**config.mk**
```make
export PLATFORM = sky130hd
export DESIGN_NAME = vedic_mul6_seq_flat
export DESIGN_NICKNAME = d
export VERILOG_FILES = /design/src/rtl/vedic_pkg.sv /design/src/rtl/vedic_mul6_seq_if.sv /design/src/rtl/vedic3bit.sv /design/src/rtl/vedic_mul6_seq.sv /design/src/flat_wrapper.sv
export SDC_FILE = /design/constraint.sdc
export NUM_CORES = 1
export LEC_CHECK = 0
export ABC_AREA = 1
export ABC_CLOCK_PERIOD_IN_PS = 4800
export CORE_ASPECT_RATIO = 0.5
export CORE_UTILIZATION = 30
export DETAILED_ROUTE_END_ITERATION = 16
export PLACE_DENSITY = 0.5
export SLEW_MARGIN = 20
export SYNTH_ARGS = -nofsm -noshare
export SYNTH_HDL_FRONTEND = slang
export SYNTH_HIERARCHICAL = 1
export SYNTH_SLANG_ARGS = --single-unit
```
**constraint.sdc**
```tcl
create_clock -name clk -period 4.8 [get_ports clk]
set_input_delay 1.2 -clock clk [delete_from_list [all_inputs] [get_ports clk]]
set_output_delay 1.2 -clock clk [all_outputs]
set_load 0.02 [all_outputs]
```
**src/rtl/vedic_pkg.sv**
```systemverilog
// vedic_pkg: shared constants, state encoding and step shift lookup for the sequential vedic multiplier
package vedic_pkg;

    localparam int HALF_W = 3;
    localparam int OP_W   = 6;
    localparam int PROD_W = 2 * OP_W;

    localparam logic [1:0] ST_IDLE = 2'd0;
    localparam logic [1:0] ST_MUL  = 2'd1;
    localparam logic [1:0] ST_DONE = 2'd2;

    typedef enum logic [1:0] {
        IDLE = ST_IDLE,
        MUL  = ST_MUL,
        DONE = ST_DONE
    } state_t;

    localparam logic [2:0] SH_STEP0 = 3'd0;
    localparam logic [2:0] SH_STEP1 = 3'd3;
    localparam logic [2:0] SH_STEP2 = 3'd3;
    localparam logic [2:0] SH_STEP3 = 3'd6;

    // Weight of the partial product produced at each step: lo*lo, hi*lo, lo*hi, hi*hi.
    function automatic logic [2:0] step_shift(input logic [1:0] s);
        return s == 2'd0 ? SH_STEP0 :
               s == 2'd1 ? SH_STEP1 :
               s == 2'd2 ? SH_STEP2 : SH_STEP3;
    endfunction

endpackage

```
**src/rtl/vedic_mul6_seq_if.sv**
```systemverilog
// vedic_mul6_seq_if: operand/product valid-ready bus for the sequential multiplier
interface vedic_mul6_seq_if;
    import vedic_pkg::*;

    logic              in_valid;
    logic              in_ready;
    logic [OP_W-1:0]   a;
    logic [OP_W-1:0]   b;
    logic              out_valid;
    logic              out_ready;
    logic [PROD_W-1:0] product;
    logic              busy;

    modport master (
        output in_valid, a, b, out_ready,
        input  in_ready, out_valid, product, busy
    );

    modport slave (
        input  in_valid, a, b, out_ready,
        output in_ready, out_valid, product, busy
    );

endinterface

```
**src/rtl/vedic3bit.sv**
```systemverilog
// vedic3bit: combinational 3x3 unsigned multiplier using urdhva-tiryagbhyam column sums
module vedic3bit (
    input  logic [2:0] a,
    input  logic [2:0] b,
    output logic [5:0] p
);

    logic [1:0] s1;
    logic [2:0] s2;
    logic [2:0] s3;
    logic [1:0] s4;

    // Each column sums its vertical/crosswise bit products plus the carry from the column below.
    always_comb begin
        s1 = 2'(a[1] & b[0]) + 2'(a[0] & b[1]);
        s2 = 3'(a[2] & b[0]) + 3'(a[1] & b[1]) + 3'(a[0] & b[2]) + 3'(s1[1]);
        s3 = 3'(a[2] & b[1]) + 3'(a[1] & b[2]) + 3'(s2[2:1]);
        s4 = 2'(a[2] & b[2]) + s3[2:1];
        p  = {s4, s3[0], s2[0], s1[0], a[0] & b[0]};
    end

endmodule

```
**src/rtl/vedic_mul6_seq.sv**
```systemverilog
// vedic_mul6_seq: 6x6 unsigned multiplier that runs four 3x3 partial products through one vedic3bit core
module vedic_mul6_seq
    import vedic_pkg::*;
#(
    parameter bit ZERO_SKIP = 1'b1
) (
    input  logic             clk,
    input  logic             rst_n,
    vedic_mul6_seq_if.slave  bus
);

    state_t            state, state_n;
    logic [1:0]        step, step_n;
    logic [OP_W-1:0]   a_q, b_q, a_n, b_n;
    logic [PROD_W-1:0] acc, acc_n, addend;
    logic [HALF_W-1:0] core_a, core_b;
    logic [OP_W-1:0]   pp;
    logic              in_ready_q, out_valid_q;
    logic [PROD_W-1:0] product_q;
    logic              accept, zero_op;

    assign core_a = step[0] ? a_q[OP_W-1:HALF_W] : a_q[HALF_W-1:0];
    assign core_b = step[1] ? b_q[OP_W-1:HALF_W] : b_q[HALF_W-1:0];

    vedic3bit u_core (
        .a (core_a),
        .b (core_b),
        .p (pp)
    );

    assign addend  = {{(PROD_W-OP_W){1'b0}}, pp} << step_shift(step);
    assign accept  = bus.in_valid && in_ready_q;
    assign zero_op = ZERO_SKIP && (bus.a == '0 || bus.b == '0);

    // Next state: latch operands on accept, accumulate one partial product per MUL cycle, wait for the consumer in DONE.
    always_comb begin
        state_n = state;
        step_n  = step;
        acc_n   = acc;
        a_n     = a_q;
        b_n     = b_q;
        case (state)
            IDLE: if (accept) begin
                a_n     = bus.a;
                b_n     = bus.b;
                acc_n   = '0;
                step_n  = '0;
                state_n = zero_op ? DONE : MUL;
            end
            MUL: begin
                acc_n   = acc + addend;
                step_n  = step + 2'd1;
                state_n = step == 2'd3 ? DONE : MUL;
            end
            DONE:    state_n = bus.out_ready ? IDLE : DONE;
            default: state_n = IDLE;
        endcase
    end

    // State and registered handshake outputs; product is forced to 0 outside DONE so partial sums never leak.
    always_ff @(posedge clk or negedge rst_n) begin
        if (!rst_n) begin
            state       <= IDLE;
            step        <= '0;
            acc         <= '0;
            a_q         <= '0;
            b_q         <= '0;
            in_ready_q  <= 1'b0;
            out_valid_q <= 1'b0;
            product_q   <= '0;
        end else begin
            state       <= state_n;
            step        <= step_n;
            acc         <= acc_n;
            a_q         <= a_n;
            b_q         <= b_n;
            in_ready_q  <= state_n == IDLE;
            out_valid_q <= state_n == DONE;
            product_q   <= state_n == DONE ? acc_n : '0;
        end
    end

    assign bus.in_ready  = in_ready_q;
    assign bus.out_valid = out_valid_q;
    assign bus.product   = product_q;
    assign bus.busy      = state != IDLE;

endmodule

```
**src/flat_wrapper.sv**
```systemverilog
// flat-port wrapper written by rule: the top's interface ports become plain ports
module vedic_mul6_seq_flat import vedic_pkg::*;
#(
    parameter bit ZERO_SKIP = 1'b1
)
  (clk, rst_n, bus_in_valid, bus_a, bus_b, bus_out_ready, bus_in_ready, bus_out_valid, bus_product, bus_busy);
  vedic_mul6_seq_if bus_i ();
  input  logic clk;
  input  logic rst_n;
  input wire logic [$bits(bus_i.in_valid)-1:0] bus_in_valid;
  input wire logic [$bits(bus_i.a)-1:0] bus_a;
  input wire logic [$bits(bus_i.b)-1:0] bus_b;
  input wire logic [$bits(bus_i.out_ready)-1:0] bus_out_ready;
  output wire logic [$bits(bus_i.in_ready)-1:0] bus_in_ready;
  output wire logic [$bits(bus_i.out_valid)-1:0] bus_out_valid;
  output wire logic [$bits(bus_i.product)-1:0] bus_product;
  output wire logic [$bits(bus_i.busy)-1:0] bus_busy;
  assign bus_i.in_valid = bus_in_valid;
  assign bus_i.a = bus_a;
  assign bus_i.b = bus_b;
  assign bus_i.out_ready = bus_out_ready;
  assign bus_in_ready = bus_i.in_ready;
  assign bus_out_valid = bus_i.out_valid;
  assign bus_product = bus_i.product;
  assign bus_busy = bus_i.busy;
  vedic_mul6_seq #(.ZERO_SKIP(ZERO_SKIP)) u_core (.clk(clk), .rst_n(rst_n), .bus(bus_i));
endmodule
```
==> results of run 1 <==
-- through the flow --
stage	setup TNS [ns]	hold slack, ns
floorplan	0	0.449
global placement	0	0.467
detailed placement	-0.0230	0.468
CTS	0	0.486
global route	-0.226	0.525
finish	0	0.480
-- layer usage --
| layer | vias up | wire, microns |
|---|---|---|
| met2 | 36 | 2880 |
| met3 | 4 | 248 |
| met5 | - | 0 |
| met1 | 1098 | 3500 |
| li1 | 1299 | - |
| met4 | 0 | 48 |
-- critical path: stages, from the launching register on --
cell and delay, ns:
dfrtp_2 0.45, inv_2 0.11, nand2_2 0.06, nand2_2 0.08
nand2_1 0.06, inv_1 0.07, ha_2 0.17, inv_2 0.04
fa_1 0.47, inv_1 0.05, ha_2 0.19, ha_4 0.26
inv_2 0.03, fa_2 0.33, fa_1 0.53, inv_2 0.04
nand2_1 0.06, nand2_2 0.09, o21ai_2 0.16, o21ai_1 0.08
ha_1 0.40, nand2_2 0.12, nor2_1 0.21, nand3_1 0.13
nand3_1 0.10, nand2_1 0.05, nand3_1 0.10, a21oi_2 0.06
-- flip-flops by register name, summed over array words and instances (netlist names) --
signal and flops:
u_core/b_q 6, u_core/acc 12, u_core/step 2, u_core/a_q 6, u_core/state 2, u_core/bus.out_valid 1, u_core/bus.product 12, u_core/bus.in_ready 1
-- Yosys cell counts, types with 3 or more instances --
cell     instances
nand2_1        136
inv_1           62
dfrtp_1         42
fa_1             4
nor2_1          28
o21ai_1          4
nor2_2           3
a21oi_1         12
nand4_1          6
a21oi_2          4
o21ai_0         19
nand3_1         22
ha_1            19
-- worst min path at each step --
stage / to / slack (ns) / depth (start not counted)
after floorplan: u_core/a_q[0] / 0.45 / 2
after global placement: u_core/b_q[1] / 0.47 / 2
after detailed placement: u_core/b_q[0] / 0.47 / 2
after CTS: u_core/b_q[0] / 0.49 / 2
after global routing: u_core/b_q[5] / 0.53 / 2
final: u_core/b_q[0] / 0.48 / 2
-- power groups by stage --
stage	sequential, mW	combinational [mW]	clock (mW)
floorplan	0.589	0.994	0
global placement	0.577	1.40	0
detailed placement	0.576	1.41	0
CTS	0.571	1.42	0.384
global route	0.590	1.84	0.404
finish	0.573	1.63	0.369
-- cell type report --
class | instances | area share [%]
Timing Repair Buffer | 46 | 11.7
Clock buffer | 8 | 4.67
Multi-Input combinational cell | 271 | 43.0
Inverter | 65 | 6.92
Sequential cell | 42 | 29.5
Tap cell | 117 | 4.11
-- cells by family (layout without fill, tap and decap cells) --
group                      Yosys count  in the layout
buffers and inverters               70            119
and+or+nand+nor                    200            200
AOI/OAI and AO/OA                   46             46
muxes                                2              2
DFF                                 42             42
adders and majority gates           23             23
-- repair_timing --
action                                  in CTS  in global routing
buffers inserted                             0                  9
endpoints found under the setup margin       2                 14
resized for setup                            3                 40
pin swaps                                    0                 20
==> out/results.ini, run 1 <==
[final_layout]
multi_input_area_sq_um=1530
design_area_sq_um=3560
final_cell_mix=123 x nand2_1, 55 x inv_1, 41 x dfrtp_1
utilization_pct=40.3
drive_gt1_share_pct=17.6
final_common_cell=nand2_1
fillers=932
area_growth_pct=28.8
final_cells=549
seqCellArea_sq_um=1050
nets=470
diodes=0

[synth]
seq_area_frac_synth_pct=38.0
synth-main-ff-cell=dfrtp_1
synthMuxAreaShare_pct=0.724
synth_top_family_by_area=simple AND/OR/NAND/NOR gates
ys_async_sr_fraction_pct=100
synth_compound_area_share_pct=9.59
synth_simple_gate_area_share_pct=30.0
synth_adder_area_share_pct=11.5
synth_warnings=6
synth_edf_count=0
yosysTopAreaCellShare_pct=38.0
avgSynthCellArea_sq_um=7.22
synth_top_cell_by_area=dfrtp_1
syn_area_sq_um=2770
synthCells=383
synthesis.nets=422
yosys.area_share.xor_xnor_pct=0
synth_area_leaders=dfrtp_1 38%, nand2_1 18%, ha_1 8.6%, inv_1 8.4%, nand3_1 4.0%
ys_seq_elements=42
synth.distinct_cells=28

[worst_setup_path]
r2r_start=u_core/step[0]
worstSetupPathType=flip-flop to flip-flop
cp-startpoint=u_core/step[0]
cp.arrival_ns=4.78
crit_path_end=u_core/bus.product[9]
endpoint_kind=flip-flop
crit_fanout=8
r2r_slack_ns=0.17
cp.required_ns=4.96
r2r_cells=27
r2r-end=u_core/bus.product[9]
worstSetupStartpointType=flip-flop

[sta]
max_clock_freq_mhz=216
finalClockSkew_ns=0.00622
hold_violations=0
fin_ws_ns=0.173
drv_slew=0
relSlewSlack_pct=62.6
tightest_slew_ns=0.561
min_period_ns=4.63
setup_viol=0
period_share_pct=96.4

[cts]
cts-htree-levels=2
clk_pin_slew_ns=0.06
clockBufferDepth=2
cts_tree=built
numCtsBuffers=5
insertion_delay_ns=0.29
holdBufCountCts=0
cts-root-buf=clkbuf_16
cts.sinks=42

[pwr]
power_frac_clock_pct=14.3
p_int_mw=1.34
power_switching_mw=1.24
p_per_area_nw_per_um2=723
p_seq_share_pct=22.2
ir_worst_vdd_mv=0.199
p_total_mw=2.58
power.leakage_nw=1.87
sw_frac_of_total_pct=48.0
comb_power_share_pct=63.4

[floorplan]
num_rows=24
die_x_microns=138
core_area_sq_um=8830
ios=31
die_h_microns=69.9
die_area_sq_um=9630
start_util_pct=31.3

[detailed_routing]
drt-initial-drc-count=150
dr.pass1.iters=4
drc=0
vias=2437
finalWirelength_microns=6680
routedWlPerCell_microns=12.2
drtAntennaViolNets=0
vias_per_cell=4.44

[global_route]
track_usage_pct=15.0
grt_pass1_wl_microns=11100
antenna_found_initial=0
grt_overflow=0
grt_use_met1_pct=21.8
met2_usage_pct=22.1
grt.busiest_layer=met2
use_met3_pct=3.56
grt_pass1_vias=2291
grt_max_degree=43

[place]
dp_cells=532
place.port_buffers=30
post-place-ws_ns=-0.0230
placed_cell_area_sq_um=3230
place_congestion=0.846
dp_hpwl_microns=4960

[outcome]
status=finished clean

[flow_run]
drv_cap=0

[min_path]
hp-class=flip-flop to flip-flop
hold_start=u_core/b_q[0]

(Power assumes the default switching activity.)
==> run 2, diff against run 1 <==
Settings changed: ABC_CLOCK_PERIOD_IN_PS 4800 to 4600.
Clock period 4.8 ns to 4.6 ns, I/O delays scaled along.
==> run 2 against run 1 <==
Compared with the run above: register-to-register slack worse by 0.02 ns; worst setup slack worse by 0.016 ns; sequential cell count stayed put; combinational power up 7%; count of clock-buffer cells in the layout down 1; non-clock buffer count is 4 lower; largest cell class unchanged; highest routed layer unchanged.
==> out/results.ini, run 2 (synthesis gave the netlist of run 1 again) <==
[sta]
hold_violations=0  ; unchanged
drv_slew=0  ; unchanged
grt_setup_unrepaired=true
tightest_slew_ns=0.570  ; was 0.561 ns
worst_hold_slack_ns=0.482  ; was 0.480 ns
setup_viol=0  ; unchanged
period_share_pct=96.6  ; was 96.4%
finalClockSkew_ns=0.00521  ; was 0.00622 ns
min_period_ns=4.44  ; was 4.63 ns
max_clock_freq_mhz=225  ; was 216 MHz
relSlewSlack_pct=62.0  ; was 62.6%

[floorplan]
num_rows=24  ; unchanged
start_util_pct=31.3  ; unchanged
die_h_microns=69.9  ; unchanged
die_x_microns=138  ; unchanged
core_area_sq_um=8830  ; unchanged
die_area_sq_um=9630  ; unchanged
ios=31  ; unchanged

[final_layout]
area_growth_pct=29.6  ; was 28.8%
diodes=0  ; unchanged
nets=466  ; was 470
final_cells=544  ; was 549
final_common_cell=nand2_1  ; unchanged
multi_input_area_sq_um=1620  ; was 1530 sq um
seqCellArea_sq_um=1050  ; about the same
fillers=934  ; was 932
final_cell_mix=122 x nand2_1, 55 x inv_1, 42 x dfrtp_1  ; was 123 x nand2_1, 55 x inv_1, 41 x dfrtp_1
utilization_pct=40.6  ; was 40.3%
drive_gt1_share_pct=18.7  ; was 17.6%

[worst_setup_path]
r2r-end=u_core/bus.product[11]  ; was u_core/bus.product[9]
worstSetupPathType=flip-flop to flip-flop  ; unchanged
endpoint_kind=flip-flop  ; unchanged
slowest_stage=fa_1  ; unchanged
r2r_slack_ns=0.16  ; was 0.17 ns
worstSetupStartpointType=flip-flop  ; unchanged
crit_fanout=4  ; was 8
r2r_cells=30  ; was 27
cp.required_ns=4.81  ; was 4.96 ns
r2r_start=u_core/step[0]  ; unchanged
crit_top_cell=nand2_1
cp.arrival_ns=4.66  ; was 4.78 ns
path_buf_inv=7  ; was 6
cp-startpoint=u_core/step[0]  ; unchanged
critPathTopFamily=adder cells  ; unchanged
slowest_delay_ns=0.50  ; was 0.53 ns

[cts]
numCtsBuffers=5  ; unchanged
cts.sinks=42  ; unchanged
cts-root-buf=clkbuf_16  ; unchanged
clockBufferDepth=2  ; unchanged
cts_tree=built  ; unchanged
clk_pin_slew_ns=0.06  ; about the same
holdBufCountCts=0  ; unchanged
insertion_delay_ns=0.29  ; about the same
cts-htree-levels=2  ; unchanged

[global_route]
grt_overflow=0  ; unchanged
grt_pass1_wl_microns=10600  ; was 11,100 microns
grt_pass1_vias=2223  ; was 2,291
track_usage_pct=14.5  ; was 15.0%
antenna_found_initial=0  ; unchanged
grt_max_degree=43  ; unchanged

[pwr]
power_switching_mw=1.31  ; was 1.24 mW
p_total_mw=2.68  ; was 2.58 mW
p_per_area_nw_per_um2=747  ; was 723 nW/um^2
p_int_mw=1.37  ; was 1.34 mW
ir_worst_vdd_mv=0.218  ; was 0.199 mV
p_seq_share_pct=22.4  ; was 22.2%
comb_power_share_pct=65.0  ; was 63.4%
power_frac_clock_pct=12.6  ; was 14.3%
power.leakage_nw=1.83  ; was 1.87 nW
sw_frac_of_total_pct=48.9  ; was 48.0%

[place]
dp_hpwl_microns=4890  ; was 4960 microns
dp_cells=535  ; was 532
place.port_buffers=30  ; unchanged
place_congestion=0.837  ; was 0.846

[detailed_routing]
finalWirelength_microns=6480  ; was 6680 microns
vias=2385  ; was 2,437
vias_per_cell=4.38  ; was 4.44
drt-initial-drc-count=96  ; was 150
drc=0  ; unchanged
routedWlPerCell_microns=11.9  ; was 12.2 microns
drtAntennaViolNets=0  ; unchanged
dr.pass1.iters=4  ; unchanged

[flow_run]
drv_cap=0  ; unchanged

[min_path]
hold_start=u_core/b_q[0]  ; unchanged
worstHoldPathCells=2  ; unchanged
whs_endpoint=u_core/b_q[0]  ; unchanged
hp-class=flip-flop to flip-flop  ; unchanged

[outcome]
status=finished clean  ; unchanged

[run 2: what timing repair did]
action,CTS,global route
resized for setup,7,54
setup buffers,0,2
endpoints found under the setup margin,9,14
pin swaps,1,17
[run 2: how the worst max path moves through the flow]
stage	endpoint	depth (start not counted)
floorplan	u_core/bus.product[11]	30
global placement	u_core/bus.product[11]	28
detailed placement	u_core/bus.product[11]	28
CTS	u_core/bus.product[11]	30
global route	u_core/bus.product[11]	30
finish	u_core/bus.product[11]	30
[run 2: routing by layer]
| metal | vias to the layer above | wire length (microns) | track usage [%] |
|---|---|---|---|
| met1 | 1066 | 3460 | 21.6 |
| met5 | - | 0 | 0 |
| met4 | 0 | 73 | 4.35 |
| met2 | 28 | 2770 | 20.6 |
| met3 | 6 | 175 | 3.49 |
| li1 | 1285 | - | - |
[run 2: power groups by stage]
stage	sequential, mW	clock (mW)	combinational [mW]
finish	0.599	0.338	1.74
global placement	0.598	0	1.49
floorplan	0.615	0	1.04
detailed placement	0.597	0	1.48
CTS	0.594	0.347	1.51
global route	0.618	0.363	1.99
[run 2: final cells by class]
cell class,instances,area share [%]
Multi-Input combinational cell,271,45.1
Timing Repair Buffer,42,10.9
Inverter,65,6.87
Tap cell,117,4.08
Clock buffer,7,3.70
Sequential cell,42,29.3
[run 2: worst reg2reg max path, delay by kind of cell (launching register included)]
kind	cells	cell delay [ns]
AOI/OAI and AO/OA	2	0.22
buffers and inverters	7	0.34
adders and majority gates	7	2.31
and+or+nand+nor	12	0.81
DFF	1	0.42
muxes	2	0.25
[run 2: per-stage QoR]
step                setup TNS [ns]  cell area, sq um  setup slack (ns)
floorplan                        0              2770             0.247
global placement           -0.0125              3250          -0.00757
detailed placement          -0.266              3250           -0.0846
CTS                        -0.0172              3390           -0.0172
global route                -0.731              3590            -0.155
finish                           0              3590             0.157
==> run 3, diff against run 2 <==
Settings changed: DONT_BUFFER_PORTS set to 1, PLACE_DENSITY 0.5 to 0.46, SLEW_MARGIN 20 to unset.
==> run 3 against run 2 <==
Compared with the run above: first-iteration DRC count unchanged; register-to-register slack lost 0.06 ns; hold slack better by 0.0075 ns; global-route usage grew 0.68 points; worst setup slack worse by 0.056 ns; via count grew 0.17%; die area is the same; critical path type unchanged; largest power group unchanged; highest routed layer unchanged.
==> out/results.ini, run 3 (synthesis gave the netlist of run 1 again) <==
[floorplan]
ios=31  ; unchanged
num_rows=24  ; unchanged
die_h_microns=69.9  ; unchanged
core_area_sq_um=8830  ; unchanged
die_area_sq_um=9630  ; unchanged
die_x_microns=138  ; unchanged
start_util_pct=31.3  ; unchanged

[pwr]
p_int_mw=1.44  ; was 1.37 mW
sw_frac_of_total_pct=48.5  ; was 48.9%
power_switching_mw=1.36  ; was 1.31 mW
p_per_area_nw_per_um2=814  ; was 747 nW/um^2
p_seq_share_pct=22.7  ; was 22.4%
power_frac_clock_pct=13.0  ; was 12.6%
ir_worst_vdd_mv=0.245  ; was 0.218 mV
comb_power_share_pct=64.3  ; was 65.0%
power.leakage_nw=1.81  ; was 1.83 nW

[sta]
hold_violations=0  ; unchanged
relSlewSlack_pct=61.4  ; was 62.0%
finalClockSkew_ns=0.00578  ; was 0.00521 ns
grt_setup_unrepaired=true  ; unchanged
tightest_slew_ns=0.578  ; was 0.570 ns
max_clock_freq_mhz=222  ; was 225 MHz
drv_slew=0  ; unchanged
worst_hold_slack_ns=0.489  ; was 0.482 ns
period_share_pct=97.8  ; was 96.6%
setup_viol=0  ; unchanged
min_period_ns=4.50  ; was 4.44 ns

[final_layout]
drive_gt1_share_pct=26.3  ; was 18.7%
nets=449  ; was 466
final_cell_mix=116 x nand2_1, 52 x inv_1, 41 x dfrtp_1  ; was 122 x nand2_1, 55 x inv_1, 42 x dfrtp_1
area_growth_pct=24.1  ; was 29.6%
diodes=0  ; unchanged
final_common_cell=nand2_1  ; unchanged
utilization_pct=38.9  ; was 40.6%
final_cells=528  ; was 544

[cts]
insertion_delay_ns=0.29  ; about the same
clockBufferDepth=2  ; unchanged
cts-htree-levels=2  ; unchanged
holdBufCountCts=0  ; unchanged
clk_pin_slew_ns=0.06  ; about the same
cts_tree=built  ; unchanged
cts-root-buf=clkbuf_16  ; unchanged
numCtsBuffers=5  ; unchanged
cts.sinks=42  ; unchanged

[global_route]
grt_max_degree=43  ; unchanged
track_usage_pct=15.2  ; was 14.5%
grt_pass1_wl_microns=11100  ; was 10,600 microns
antenna_found_initial=0  ; unchanged
grt_pass1_vias=2326  ; was 2,223
grt_overflow=0  ; unchanged

[min_path]
hp-class=flip-flop to flip-flop  ; unchanged

[detailed_routing]
drc=0  ; unchanged
top_layer_used=met4  ; unchanged
met1_length_microns=3540  ; was 3460 microns
finalWirelength_microns=6640  ; was 6480 microns
vias=2389  ; was 2,385
routedWlPerCell_microns=12.6  ; was 11.9 microns
dr_wl_met3_microns=238  ; was 175 microns
drt-initial-drc-count=96  ; unchanged
vias_per_cell=4.52  ; was 4.38
dr.pass1.iters=4  ; unchanged
drtAntennaViolNets=0  ; unchanged
dr_wl_met2_microns=2770  ; about the same

[worst_setup_path]
worstSetupPathType=flip-flop to flip-flop  ; unchanged
slowest_delay_ns=0.52  ; was 0.50 ns
endpoint_kind=flip-flop  ; unchanged
worstSetupStartpointType=flip-flop  ; unchanged
slowest_stage=fa_1  ; unchanged
cp.arrival_ns=4.71  ; was 4.66 ns
crit_fanout=5  ; was 4
cp.required_ns=4.81  ; about the same

[flow_run]
drv_cap=0  ; unchanged

[place]
place.port_buffers=0  ; was 30
place_congestion=0.894  ; was 0.837
dp_cells=510  ; was 535
dp_hpwl_microns=4900  ; was 4890 microns

[outcome]
status=finished clean  ; unchanged

-- run 3: cell types whose count changed in the layout (fill, tap and decap cells not counted), moves of 4 or more --
cell and delta:
nor2_2 +4, clkdlybuf4s50_1 -29, nand2_1 -6, buf_4 +12
nand2_2 +5
-- run 3: repair_timing --
item / CTS / global route
hold endpoints to repair: 0 / 0
setup buffers: 1 / 9
resized for setup: 11 / 65
pin swaps: 5 / 31
setup endpoints to repair: 9 / 16
-- run 3: worst paths after layout --
kind                       slack, ns  depth (start not counted)                      to           start
max                             0.10                         28  u_core/bus.product[11]  u_core/step[1]
min                             0.49                          2           u_core/a_q[2]   u_core/a_q[2]
max reg2reg                     0.10                         28  u_core/bus.product[11]  u_core/step[1]
min reg2reg                     0.49                          2           u_core/a_q[2]   u_core/a_q[2]
max in group asynchronous       3.96                          0          u_core/step[0]           rst_n
min in group asynchronous       0.55                          0   u_core/bus.product[7]           rst_n
-- run 3: power by group through the flow --
stage               clock network, mW  logic [mW]  registers [mW]
floorplan                           0        1.04           0.615
global placement                    0        1.41           0.638
detailed placement                  0        1.42           0.637
CTS                             0.379        1.48           0.632
global route                    0.400        2.04           0.655
finish                          0.364        1.80           0.635
-- run 3: layout make-up --
class | count | area [sq um]
clock buffers | 7 | 143
clock inverters | 1 | 5.00
fillers | 957 | 5400
inverters | 65 | 246
multi-input cells | 271 | 1650
flip-flops and latches | 42 | 1050
well taps | 117 | 146
repair buffers | 25 | 191
-- run 3: routing by layer --
metal,GRT usage (%),up-vias
li1,-,1247
met5,0,-
met4,5.07,0
met2,22.4,30
met3,3.78,9
met1,21.6,1103
-- run 3: metrics by stage --
stage	power (mW)	instance area [sq um]	setup slack, ns	TNS (ns)
4_1_cts	2.49	3160	0.00284	0
2_1_floorplan	1.65	2770	0.247	0
3_3_place_gp	2.05	2990	0.0238	0
5_1_grt	3.09	3430	-0.140	-1.17
6_report	2.80	3430	0.101	0
3_5_place_dp	2.06	2990	-0.0618	-0.0945
-- run 3: worst max-delay path: cells and delay by family, from the launching register on --
family,cells,cell delay (ns)
AO/OA/AOI/OAI,2,0.22
adder cells (fa/ha/maj),7,2.25
flip-flops,1,0.43
AND/OR/NAND/NOR,12,1.04
buffers and inverters,6,0.31
multiplexers,1,0.16
==> variant: new RTL, settings of run 1 <==
`ZERO_SKIP` is set to 1'b1 in 2 places; all go to 1'b0.
--- a/src/rtl/vedic_mul6_seq.sv
+++ b/src/rtl/vedic_mul6_seq.sv
@@ -2,7 +2,7 @@
 module vedic_mul6_seq
     import vedic_pkg::*;
 #(
-    parameter bit ZERO_SKIP = 1'b1
+    parameter bit ZERO_SKIP = 1'b0
 ) (
     input  logic             clk,
     input  logic             rst_n,
--- a/src/flat_wrapper.sv
+++ b/src/flat_wrapper.sv
@@ -1,7 +1,7 @@
 // flat-port wrapper written by rule: the top's interface ports become plain ports
 module vedic_mul6_seq_flat import vedic_pkg::*;
 #(
-    parameter bit ZERO_SKIP = 1'b1
+    parameter bit ZERO_SKIP = 1'b0
 )
   (clk, rst_n, bus_in_valid, bus_a, bus_b, bus_out_ready, bus_in_ready, bus_out_valid, bus_product, bus_busy);
   vedic_mul6_seq_if bus_i ();
Function: changed (a bounded check fails within 4 cycles, from zero or initial values and one cycle with rst_n low).
==> variant against run 1 <==
- global-route usage fell by 0.94 points
- largest cell class unchanged
- die area decreased by 1.1%
- wire length is 6.4% lower
- clock skew about the same
- synthesized area fell by 1.2%
- first-iteration DRC count fell by 31%
- cell area is 0.98% lower
- sequential cell count is the same
- setup slack better by 0.048 ns
- synthesized cell count shrank 11%
Power is not shown: default switching activity piles up to over one toggle a cycle in this logic, so the estimate is an artifact.
==> variant: results <==
routing:
  routed-wl-met2_um: 2820
  routed-wl-met3_um: 261
  vias_after_detailed_routing: 2266
  drtIter0Drc: 104
  detail_route.wirelength.met1_um: 3130
  routed_wl_um: 6250
global_route:
  number_of_global_route_vias_before_repair: 2164
  use_met3_pct: 3.80
  grt_first_pass_wirelength_um: 10300
  grt_use_total_pct: 14.0
  groute.layer.met2.usage_pct: 21.7
  grt.met1_usage_pct: 19.2
run_status:
  outcome: "completed"
place:
  placer_congestion_estimate: 0.901
  dp_slack_ns: -0.0689
  dp.final_hpwl_um: 4540
critical_path:
  capturing_element_of_the_worst_setup_path: "u_core/bus.product[11]"
  timing.rr.start: "u_core/step[0]"
  worst_setup_slack_for_register_to_register_paths_ns: 0.22
  rr_worst_depth: 30
  critPathMaxFanout: 5
  r2r_end: "u_core/bus.product[11]"
  worst_ep_arrival_time_ns: 4.74
cells_and_area:
  final.signal_inverter_count: 50
  final_layout_size_suffix_gt1_share_pct: 25.7
  non_clock_buffer_area_share_pct: 10.8
  multi_input_cells: 244
  fraction_of_standard_cell_area_in_multi_input_logic_pct: 45.0
  finalNetCount: 423
  layout.filler_cells: 896
  buffers: 41
synthesis:
  synth_top_cells_by_area: "sky130_fd_sc_hd__dfrtp_1 (38%), sky130_fd_sc_hd__nand2_1 (16%), sky130_fd_sc_hd__ha_1 (8.7%)"
  post_synth_most_frequent_cells: "sky130_fd_sc_hd__nand2_1 (113), sky130_fd_sc_hd__inv_1 (45), sky130_fd_sc_hd__dfrtp_1 (42)"
  synth.yosys.seq_area_share_pct: 38.4
  syn_nets: 380
  yosysUniqueCellTypes: 30
hold_path:
  worst_hold_startpoint: "u_core/acc[0]"
  whs_endpoint: "u_core/acc[0]"
clock_tree:
  htree_levels: 2
sta:
  final_min_period_over_clock_period_pct: 95.4
  fin_skew_ns: 0.00591
  timing.max_slew.rel_slack_pct: 63.4
[variant: timing repair]
item	CTS	global route
pin swaps	0	19
resized for setup	6	46
setup endpoints to repair	13	16
buffers inserted	0	7
hold buffers	0	0
[variant: per-stage QoR]
step / instances / cell area (µm²) / utilization, % / hold WS (ns)
floorplan: 341 / 2730 / - / 0.467
global route: 502 / 3530 / 40.2 / 0.527
CTS: 495 / 3340 / 38.1 / 0.511
detailed placement: 487 / 3160 / 36.0 / 0.496
finish: 502 / 3530 / 40.2 / 0.507
global placement: 487 / 3160 / 36.0 / 0.486
[variant: cells by family (layout without fill, tap and decap cells)]
kind of cell,count (synthesis),after routing,synth area share (%)
flops,42,42,38.4
buf+inv,55,99,8.60
simple gates,163,163,25.0
fa+ha+maj,23,23,11.6
mux,15,15,6.04
compound gates,43,43,10.3
[variant: critical path, delay by kind of cell (launching register included)]
kind	cells	cell delay, ns
compound gates	2	0.12
fa+ha+maj	7	2.31
buf+inv	7	0.36
mux	2	0.28
simple gates	12	0.93
flops	1	0.44
